--- src/rtl/spi_reg_master_if.sv ---
// spi_reg_master_if: request/response handshake and SPI pins of spi_reg_master.
interface spi_reg_master_if #(parameter int WIDTH = 8) ();
  logic             start;
  logic [7:0]       cmd;
  logic [WIDTH-1:0] wdata;
  logic             busy;
  logic             done;
  logic [WIDTH-1:0] rdata;
  logic             SCK;
  logic             CS;
  logic             SI;
  logic             SO;
  modport master (input start, cmd, wdata, SO, output busy, done, rdata, SCK, CS, SI);
  modport slave  (output start, cmd, wdata, SO, input busy, done, rdata, SCK, CS, SI);
endinterface

--- src/rtl/spi_reg_master.sv ---
// spi_reg_master: SPI register master shifting a cmd byte then WIDTH data bits, MSB first.
// Define SPI_REG_MASTER_READBACK_EN to capture SO into rdata on read transfers (cmd[5]=1).
module spi_reg_master #(
  parameter int WIDTH   = 8,
  parameter int CLK_DIV = 4
) (
  input logic              FX2_CLK,
  input logic              reset,
  spi_reg_master_if.master bus
);
  localparam int N  = 8 + WIDTH;
  localparam int CW = CLK_DIV > 1 ? $clog2(CLK_DIV) : 1;
  localparam int BW = $clog2(N + 1);
  typedef enum logic [2:0] {IDLE, SETUP, SHIFT, HOLD, GAP} state_t;
  state_t        state_q, state_d;
  logic [CW-1:0] cnt_q, cnt_d;
  logic [BW-1:0] bit_q, bit_d;
  logic          ph_q, ph_d;
  logic [N-1:0]  sr_q, sr_d;
  logic          hp_end, fall, done, busy, accept, cs;
  assign hp_end = cnt_q == CW'(CLK_DIV - 1);
  assign fall   = state_q == SHIFT && !ph_q && hp_end;
  assign done   = state_q == GAP && hp_end;
  assign busy   = state_q != IDLE && !done;
  assign accept = bus.start && !busy;
  assign cs     = state_q inside {SETUP, SHIFT, HOLD};
  assign bus.done = done;
  assign bus.busy = busy;
  assign bus.CS   = cs;
  assign bus.SCK  = state_q == SHIFT && !ph_q;
  assign bus.SI   = cs && sr_q[N-1];
  // ph_q=0 is the SCK-high half of a period, ph_q=1 the low half; SI advances on the fall
  always_comb begin
    state_d = state_q;
    cnt_d   = state_q == IDLE || hp_end ? '0 : cnt_q + 1'b1;
    bit_d   = bit_q;
    ph_d    = ph_q;
    sr_d    = sr_q;
    if (accept) begin
      state_d = SETUP;
      sr_d    = {bus.cmd, bus.wdata};
      cnt_d   = '0;
    end else if (hp_end) begin
      case (state_q)
        SETUP: begin
          state_d = SHIFT;
          ph_d    = 1'b0;
          bit_d   = '0;
        end
        SHIFT: begin
          ph_d  = !ph_q;
          sr_d  = ph_q ? sr_q : sr_q << 1;
          bit_d = ph_q ? bit_q + 1'b1 : bit_q;
          state_d = ph_q && bit_q == BW'(N - 1) ? HOLD : SHIFT;
        end
        HOLD:    state_d = GAP;
        default: state_d = IDLE;
      endcase
    end
  end
  always_ff @(posedge FX2_CLK or posedge reset)
    if (reset) begin
      state_q <= IDLE;
      cnt_q   <= '0;
      bit_q   <= '0;
      ph_q    <= 1'b0;
      sr_q    <= '0;
    end else begin
      state_q <= state_d;
      cnt_q   <= cnt_d;
      bit_q   <= bit_d;
      ph_q    <= ph_d;
      sr_q    <= sr_d;
    end
`ifdef SPI_REG_MASTER_READBACK_EN
  logic             rd_q, rd_d;
  logic [WIDTH-1:0] cap_q, cap_d, rdata_q, rdata_d;
  // SO carries the response during the data field, i.e. falls 9..8+WIDTH
  always_comb begin
    rd_d    = accept ? bus.cmd[5] : rd_q;
    cap_d   = fall && rd_q && bit_q >= BW'(8) ? {cap_q[WIDTH-2:0], bus.SO} : cap_q;
    rdata_d = done && rd_q ? cap_q : rdata_q;
  end
  always_ff @(posedge FX2_CLK or posedge reset)
    if (reset) begin
      rd_q    <= 1'b0;
      cap_q   <= '0;
      rdata_q <= '0;
    end else begin
      rd_q    <= rd_d;
      cap_q   <= cap_d;
      rdata_q <= rdata_d;
    end
  assign bus.rdata = rdata_q;
`else
  assign bus.rdata = '0;
`endif
endmodule

--- src/flat_wrapper.sv ---
// flat-port wrapper written by rule: the top's interface ports become plain ports
module spi_reg_master_flat 
#(
  parameter int WIDTH   = 8,
  parameter int CLK_DIV = 4
)
  (FX2_CLK, reset, bus_start, bus_cmd, bus_wdata, bus_SO, bus_busy, bus_done, bus_rdata, bus_SCK, bus_CS, bus_SI);
  spi_reg_master_if #(.WIDTH(WIDTH)) bus_i ();
  input logic FX2_CLK;
  input logic reset;
  input wire logic [$bits(bus_i.start)-1:0] bus_start;
  input wire logic [$bits(bus_i.cmd)-1:0] bus_cmd;
  input wire logic [$bits(bus_i.wdata)-1:0] bus_wdata;
  input wire logic [$bits(bus_i.SO)-1:0] bus_SO;
  output wire logic [$bits(bus_i.busy)-1:0] bus_busy;
  output wire logic [$bits(bus_i.done)-1:0] bus_done;
  output wire logic [$bits(bus_i.rdata)-1:0] bus_rdata;
  output wire logic [$bits(bus_i.SCK)-1:0] bus_SCK;
  output wire logic [$bits(bus_i.CS)-1:0] bus_CS;
  output wire logic [$bits(bus_i.SI)-1:0] bus_SI;
  assign bus_i.start = bus_start;
  assign bus_i.cmd = bus_cmd;
  assign bus_i.wdata = bus_wdata;
  assign bus_i.SO = bus_SO;
  assign bus_busy = bus_i.busy;
  assign bus_done = bus_i.done;
  assign bus_rdata = bus_i.rdata;
  assign bus_SCK = bus_i.SCK;
  assign bus_CS = bus_i.CS;
  assign bus_SI = bus_i.SI;
  spi_reg_master #(.WIDTH(WIDTH), .CLK_DIV(CLK_DIV)) u_core (.FX2_CLK(FX2_CLK), .reset(reset), .bus(bus_i));
endmodule
--- config.mk ---
export PLATFORM = sky130hd
export DESIGN_NAME = spi_reg_master_flat
export DESIGN_NICKNAME = d
export VERILOG_FILES = /design/src/rtl/spi_reg_master_if.sv /design/src/rtl/spi_reg_master.sv /design/src/flat_wrapper.sv
export SDC_FILE = /design/constraint.sdc
export NUM_CORES = 1
export LEC_CHECK = 0
export CAP_MARGIN = 20
export CORE_UTILIZATION = 51
export CTS_CLUSTER_DIAMETER = 120
export DETAILED_ROUTE_END_ITERATION = 10
export GPL_ROUTABILITY_DRIVEN = 0
export HOLD_SLACK_MARGIN = 0.06
export PLACE_DENSITY = 0.9
export SETUP_SLACK_MARGIN = 0.5
export SYNTH_ARGS = -nofsm -noshare
export SYNTH_HDL_FRONTEND = slang
export SYNTH_SLANG_ARGS = --single-unit
--- constraint.sdc ---
create_clock -name FX2_CLK -period 2.76 [get_ports FX2_CLK]
set_input_delay 0.69 -clock FX2_CLK [delete_from_list [all_inputs] [get_ports FX2_CLK]]
set_output_delay 0.69 -clock FX2_CLK [all_outputs]
set_load 0.01 [all_outputs]
==> summary.txt, run 1 <==
Global route
  • Global route overflow: 0
  • Total routing resource utilization after global routing: 18.9%
  • Via count of the first global-routing pass: between 1000 and 1500
  • Maximum number of pins on one net before global-route repair: 32
  • Initial antenna violation count: 0
  • Global-route wire length before repair: ~4.8 mm

Floorplan
  • Row count: 19
  • Top-level I/O count: 33
  • Core region area: 0.00276 sq mm
  • Height of the die: 55.9 microns
  • DIE AREA: 0.00312 sq mm
  • Starting utilization of the core area: between 50% and 60%
  • Chip Width: around 56 microns

Setup path
  • Largest fanout on the critical path: 11
  • Slowest stage delay, CP: 0.44 ns
  • Worst R2R Start: u_core.state_q[2]
  • Flop2flop setup slack: approximately 0.93 ns
  • Number of cells traversed by the worst register-to-register path: 6
  • Setup CP Type: reg -> out
  • Required time reported for the critical path endpoint: ~2.1 ns
  • R2r endpoint: u_core.sr_q[13]
  • Arrival time of the worst setup path: between 1 and 1.5 ns
  • Critical path cell sequence: ha_4 -> nand2b_1 -> nand2_1 -> dlygate4sd2_1
  • Worst setup EP type: primary output
  • Slowest stage cell on the critical path: sky130_fd_sc_hd__dfrtp_1
  • Type of origin of the critical path: register

Layout
  • Leading cell type in the layout, fill and taps excluded: sky130_fd_sc_hd__dfrtp_1
  • Top library cells by usage in the layout, fill and taps aside: 24 x sky130_fd_sc_hd__dfrtp_1, 18 x sky130_fd_sc_hd__clkdlybuf4s50_1, 17 x sky130_fd_sc_hd__nor2_1
  • Post-layout instance area: roughly 0.0018 sq mm
  • Share of the core filled with cells in the final layout: 64.6%
  • Share of final-layout standard cells stronger than drive strength 1: between 10% and 20%
  • Area added between synthesis and finish: 20.4%
  • Diode insertion count for antenna repair: 0
  • Net count, final: slightly below 200
  • Filler cells: about 230

STA
  • Number of hold-slack violations in the final timing report: 0
  • Setup repair after global routing missed its margin: false
  • Crit path time final: between 2 and 2.5 ns
  • TNS Setup: 0 ns
  • Worst clock skew: about 0.0043 ns
  • Final Cycle Share: 77.3%
  • Total count of max-transition violations in the final report: 0
  • Top achievable clock speed: about 470 MHz
  • Number of setup violations in the final report: 0

Worst hold path
  • Hold Crit Class: reg -> reg
  • Cells on Worst Hold Path: 2
  • Hold Path Sink: u_core.bit_q[4]
  • Source of the worst hold timing path: u_core.bit_q[4]

Detailed routing
  • DRC marker count from the first detailed-route iteration: 22
  • Antenna Violating Nets Remaining: 0
  • Via count: around 1100
  • Post-DR wirelength/cell: ~14 microns
  • Post-detailed-route via-to-cell ratio: between 5 and 6
  • Residual DRC count: 0
  • First-pass detailed-route iteration total: 4
  • Final Routed Wirelength: approximately 2.8 mm

Place
  • Count of buffers from port buffering: 23
  • Placed instance area: about 0.0017 sq mm
  • Half-perimeter wire length after detailed placement: about 2.0 mm

Pwr
  • Total power draw: around 630 uW
  • Comb pwr share: approximately 8.9%
  • Maximum vdd drop: 0.259 mV
  • Cell leakage power: approximately 0.74 nW
  • Net Sw Power: 142 uW
  • Clock power frac: roughly a quarter
  • Total internal power: ~490 uW
  • Power share of the sequential group: between 60% and 70%
  • Cell Pwr Density: ~350 mW/mm^2
  • Switching Share: around 23%

Synth
  • Part of the Yosys area used for sequential elements: between 40 and 50%
  • Gate Count Post-Synth: 150
  • Synthesized flop and latch total: 27
  • Number of distinct library cells after synthesis: 34
  • Area of the mapped netlist: 0.00148 sq mm
  • Warning count from the yosys run: 0
  • Post-Syn Area per Cell: 9.86 sq um

CTS
  • CTS Root Buffer Type: sky130_fd_sc_hd__clkbuf_4
  • CTS tree: yes
  • CTS HTree Levels: 1
  • Num CTS Buffers: 3
  • CTS Buffer Depth: 2
  • Sinks on Clock Net: 27
  • Worst-Skew Late Latency: 0.31 ns
  • Register clock-pin slew on the reported worst setup and hold paths: 0.15 ns

Run status
  • Status: complete, no violations

Job
  • Max-cap viol count: 0
-- critical path, delay by kind of cell (launching register included) --
kind                     cells  cell delay [ns]
flip-flops                   1             0.44
adder cells (fa/ha/maj)      1             0.21
AND/OR/NAND/NOR              2             0.23
buffers and inverters        1             0.26
-- per-layer routing --
layer	routed length [microns]	global-route usage, %	up-vias
li1	-	-	546
met1	1110	21.6	554
met2	1520	35.8	33
met3	164	3.49	4
met4	23	5.23	0
met5	0	0	-
-- through the flow --
stage / instances / hold slack [ns] / setup slack [ns]
6_report: 204 / 0.509 / 0.625
5_1_grt: 204 / 0.517 / 0.574
4_1_cts: 204 / 0.508 / 0.306
3_5_place_dp: 197 / 0.435 / 0.345
3_3_place_gp: 197 / 0.425 / 0.405
2_1_floorplan: 157 / 0.415 / 0.779
-- area by class of cell --
class / instances / area [sq um] / share of cell area (%)
timing repair buffer: 29 / 302 / 16.9
clock inverter: 1 / 5.00 / 0.281
tap: 31 / 38.8 / 2.18
multi-input combinational: 107 / 711 / 39.9
sequential: 27 / 679 / 38.2
clock buffer: 3 / 22.5 / 1.26
inverter: 6 / 22.5 / 1.26
-- Yosys cell counts (all sizes together) --
library cell | count | share of area, %
nand3 | 3 | 1.0
ha | 3 | 2.5
and2 | 1 | 0.42
nor3b | 1 | 0.51
nand2 | 9 | 2.3
a21o | 1 | 0.51
nand3b | 3 | 1.5
or3 | 1 | 0.42
o21ai | 7 | 2.4
a21oi | 18 | 8.9
nor2 | 19 | 4.8
or3b | 2 | 1.4
or4 | 1 | 0.51
a31oi | 1 | 0.85
dfrtp | 27 | 46
and4 | 1 | 0.59
clkbuf | 4 | 1.0
nor3 | 3 | 1.0
inv | 6 | 1.5
nand4bb | 1 | 0.76
nand2b | 3 | 1.3
a41oi | 1 | 0.59
o31ai | 2 | 1.0
and3 | 2 | 0.85
mux2i | 15 | 10
buf | 13 | 6.9
o22ai | 1 | 0.42
conb | 1 | 0.25
-- flip-flops by register name, indices dropped and copies added, names as in the netlist --
register / cells
u_core.bit_q: 5
u_core.cnt_q: 2
u_core.ph_q: 1
u_core.sr_q: 16
u_core.state_q: 3
-- power by group through the flow --
stage	Sequential (mW)	Combinational [mW]	Clock (mW)
floorplan	0.413	0.0324	0
global placement	0.414	0.0544	0
detailed placement	0.414	0.0564	0
CTS	0.407	0.0568	0.173
global route	0.408	0.0613	0.182
finish	0.407	0.0559	0.168
-- how the worst max path moves through the flow --
stage                            startpoint  slack, ns               to  cells after the start
final                       u_core.cnt_q[0]       0.63         bus_busy                      4
after detailed placement          bus_start       0.34  u_core.sr_q[13]                      6
after floorplan                   bus_start       0.78  u_core.sr_q[11]                      5
after global placement            bus_start       0.41   u_core.sr_q[2]                      6
after CTS                 u_core.state_q[0]       0.31           bus_SI                      5
after global routing        u_core.cnt_q[0]       0.57         bus_busy                      4
-- repair_timing --
item                       CTS  global route
hold buffers                 0             0
buffers inserted             3             0
hold endpoints to repair     0             0
pin swaps                    0             0
setup endpoints to repair    5             2
gates resized for setup     12             7
-- logic make-up (layout without fill, tap and decap cells) --
group | count (synthesis) | count (layout) | synth area share (%)
AND/OR/NAND/NOR | 50 | 50 | 17.3
AO/OA/AOI/OAI | 31 | 31 | 14.6
flip-flops | 27 | 27 | 45.7
buffers and inverters | 23 | 39 | 9.39
multiplexers | 15 | 15 | 10.2
adder cells (fa/ha/maj) | 3 | 3 | 2.54
other | 1 | 8 | 0.254
(Power assumes the default switching activity.)
==> run 2: changes to the inputs <==
CORE_UTILIZATION = 45   (was 51)
PLACE_DENSITY = 0.84   (was 0.9)
clock period = 1.77 ns   (was 2.76 ns; I/O delays follow)
==> run 2 against run 1 <==
The run now ends with negative setup slack left. Worst hold slack lost 0.067 ns. Clock-buffer cell count grew 1. Core utilization grew 11 points. Design area grew 31%. Global-route usage grew 4.9 points. Sequential power grew 57%. Critical endpoint is now u_core.sr_q[12]. Non-clock buffer count grew 29. Power grew 59%. Register-to-register slack lost 1.0 ns. Sequential share of layout area shrank 9.3 points.
==> summary.txt, run 2 (synthesis gave the netlist of run 1 again) <==
Setup path
  • Number of buffer and inverter stages on the critical path: 3
  • Largest fanout on the critical path: 5
  • Required time reported for the critical path endpoint: ~2.0 ns
  • Slowest stage cell on the critical path: sky130_fd_sc_hd__dfrtp_1
  • Endpoint of the most critical setup path: u_core.sr_q[12]
  • Type of origin of the critical path: register
  • Worst setup EP type: register
  • Category of cells accounting for the largest share of critical-path delay: flip-flops
  • Cell with the most instances on the worst path: sky130_fd_sc_hd__buf_6
  • Critical path startpoint: u_core.state_q[1]
  • Worst R2R Start: u_core.state_q[1]
  • Number of cells on the critical path: 7
  • Number of cells traversed by the worst register-to-register path: 7
  • Slowest stage delay, CP: roughly 0.45 ns
  • R2r endpoint: u_core.sr_q[12]
  • Setup CP Type: reg -> reg
  • Arrival time of the worst setup path: between 2 and 2.5 ns
  • Critical path cell sequence: buf_6 -> or3b_4 -> a21oi_4 -> buf_6 -> buf_12 -> mux2i_4 -> a21oi_2
  • Flop2flop setup slack: -0.11 ns

STA
  • Final Cycle Share: 106%
  • Top achievable clock speed: roughly 530 MHz
  • Total count of max-transition violations in the final report: 0
  • Setup repair after global routing missed its margin: true
  • Number of setup violations in the final report: 19
  • Crit path setup slack, layout: -0.106 ns
  • Worst clock skew: around 0.0032 ns
  • Number of hold-slack violations in the final timing report: 0
  • Crit path time final: 1.88 ns
  • TNS Setup: -1.15 ns

CTS
  • Num CTS Buffers: 3
  • Hold buffers post-CTS: 0
  • CTS Root Buffer Type: sky130_fd_sc_hd__clkbuf_4
  • CTS tree: yes
  • Sinks on Clock Net: 27
  • CTS Buffer Depth: 2
  • Register clock-pin slew on the reported worst setup and hold paths: 0.13 ns
  • Worst-Skew Late Latency: roughly 0.33 ns
  • CTS HTree Levels: 1

Pwr
  • Total internal power: 771 uW
  • Comb pwr share: roughly a tenth
  • Clock power frac: a little over a quarter
  • Net Sw Power: approximately 230 uW
  • Switching Share: 23.2%
  • Cell leakage power: roughly 0.96 nW
  • Power share of the sequential group: a little under two thirds
  • Maximum vdd drop: between 0.3 and 0.4 mV
  • Cell Pwr Density: between 400 and 500 mW/mm^2

Layout
  • Diode insertion count for antenna repair: 0
  • Leading cell type in the layout, fill and taps excluded: sky130_fd_sc_hd__dfrtp_1
  • Post-layout instance area: roughly 0.0023 sq mm
  • Share of final-layout standard cells stronger than drive strength 1: about 44%
  • Largest registers: u_core.sr_q (16), u_core.bit_q (5), u_core.state_q (3)
  • Top library cells by usage in the layout, fill and taps aside: 27 x sky130_fd_sc_hd__dfrtp_1, 17 x sky130_fd_sc_hd__nor2_1, 17 x sky130_fd_sc_hd__clkdlybuf4s50_1
  • Max reg flops: 16
  • Largest register by flop count: u_core.sr_q
  • Net count, final: approximately 230
  • Area added between synthesis and finish: 58.0%

Global route
  • Via count of the first global-routing pass: between 1000 and 1500
  • Initial antenna violation count: 0
  • Maximum number of pins on one net before global-route repair: 28
  • Total routing resource utilization after global routing: about a quarter
  • Global route overflow: 0
  • Global-route wire length before repair: between 6 and 7 mm

Place
  • Pre-CTS worst setup slack: -0.408 ns
  • Placed instance area: 0.00184 sq mm
  • Count of buffers from port buffering: 23
  • Half-perimeter wire length after detailed placement: between 2 and 2.5 mm

Detailed routing
  • DRC marker count from the first detailed-route iteration: 45
  • Final Routed Wirelength: approximately 3.9 mm
  • Post-DR wirelength/cell: around 16 microns
  • Post-detailed-route via-to-cell ratio: 5.24
  • Via count: 1289
  • First-pass detailed-route iteration total: 4
  • Antenna Violating Nets Remaining: 0
  • Residual DRC count: 0

Floorplan
  • Chip Width: 59.3 microns
  • Starting utilization of the core area: between 40% and 50%
  • Row count: 20
  • Top-level I/O count: 33
  • Height of the die: 59.3 microns
  • DIE AREA: ~0.0035 sq mm
  • Core region area: 0.00308 sq mm

Worst hold path
  • Hold Crit Class: in -> async

Run status
  • Status: finished with violations
  • Violated checks: negative setup slack

Job
  • Max-cap viol count: 0
==> run 2: cell count changes in the layout (fill, tap and decap cells not counted), sizes merged <==
cell           change
clkdlybuf4s50      -1
dlygate4sd2        -2
buf               +34
dlymetal6s2s       -1
clkinv             -1
==> run 2: stage by stage <==
| step | hold WS [ns] | cells | util [%] | total power, mW |
|---|---|---|---|---|
| 2_1_floorplan | 0.415 | 157 | - | 0.695 |
| 3_3_place_gp | 0.460 | 225 | 59.8 | 0.730 |
| 3_5_place_dp | 0.493 | 225 | 59.8 | 0.735 |
| 4_1_cts | 0.462 | 241 | 70.7 | 0.995 |
| 5_1_grt | 0.485 | 246 | 75.9 | 1.04 |
| 6_report | 0.442 | 246 | 75.9 | 1.00 |
==> run 2: layout make-up <==
| type | count | area (sq um) |
|---|---|---|
| Timing Repair Buffer | 58 | 618 |
| Multi-Input combinational cell | 107 | 940 |
| Inverter | 6 | 22.5 |
| Clock buffer | 4 | 26.3 |
| Fill cell | 200 | 741 |
| Tap cell | 44 | 55.1 |
| Sequential cell | 27 | 676 |
==> run 2: worst min-delay path by stage <==
| stage | startpoint | to | slack (ns) | cells past startpoint |
|---|---|---|---|---|
| 3_3_place_gp | u_core.bit_q[4] | u_core.bit_q[4] | 0.46 | 2 |
| 5_1_grt | reset | u_core.cnt_q[0] | 0.48 | 3 |
| 4_1_cts | reset | u_core.state_q[0] | 0.46 | 3 |
| 3_5_place_dp | u_core.bit_q[4] | u_core.bit_q[4] | 0.49 | 2 |
| 2_1_floorplan | u_core.cnt_q[0] | u_core.cnt_q[0] | 0.41 | 1 |
| 6_report | reset | u_core.bit_q[2] | 0.44 | 3 |
==> run 2: worst min-delay path, cell delays in order <==
cell and delay (ns):
sky130_fd_sc_hd__clkdlybuf4s50_1 0.40, sky130_fd_sc_hd__inv_1 0.05, sky130_fd_sc_hd__buf_4 0.31
==> run 2: timing repair <==
item	CTS	global route
buffers inserted	9	5
setup endpoints to repair	29	29
pin swaps	14	14
gates cloned	3	0
resized for setup	62	25
==> run 2: layer usage <==
layer  GRT usage, %  part of all wire, %  vias to the layer above
li1               -                    -                      605
met1           27.3                   39                      636
met2           42.2                   54                       37
met3           2.84                  3.5                       11
met4           13.9                  2.9                        0
met5              0                    0                        -
==> run 2: power groups by stage <==
stage | sequential (mW) | clock [mW] | combinational [mW]
finish | 0.638 | 0.267 | 0.0979
global placement | 0.645 | 0 | 0.0849
CTS | 0.636 | 0.268 | 0.0909
detailed placement | 0.646 | 0 | 0.0888
global route | 0.639 | 0.294 | 0.107
floorplan | 0.644 | 0 | 0.0506
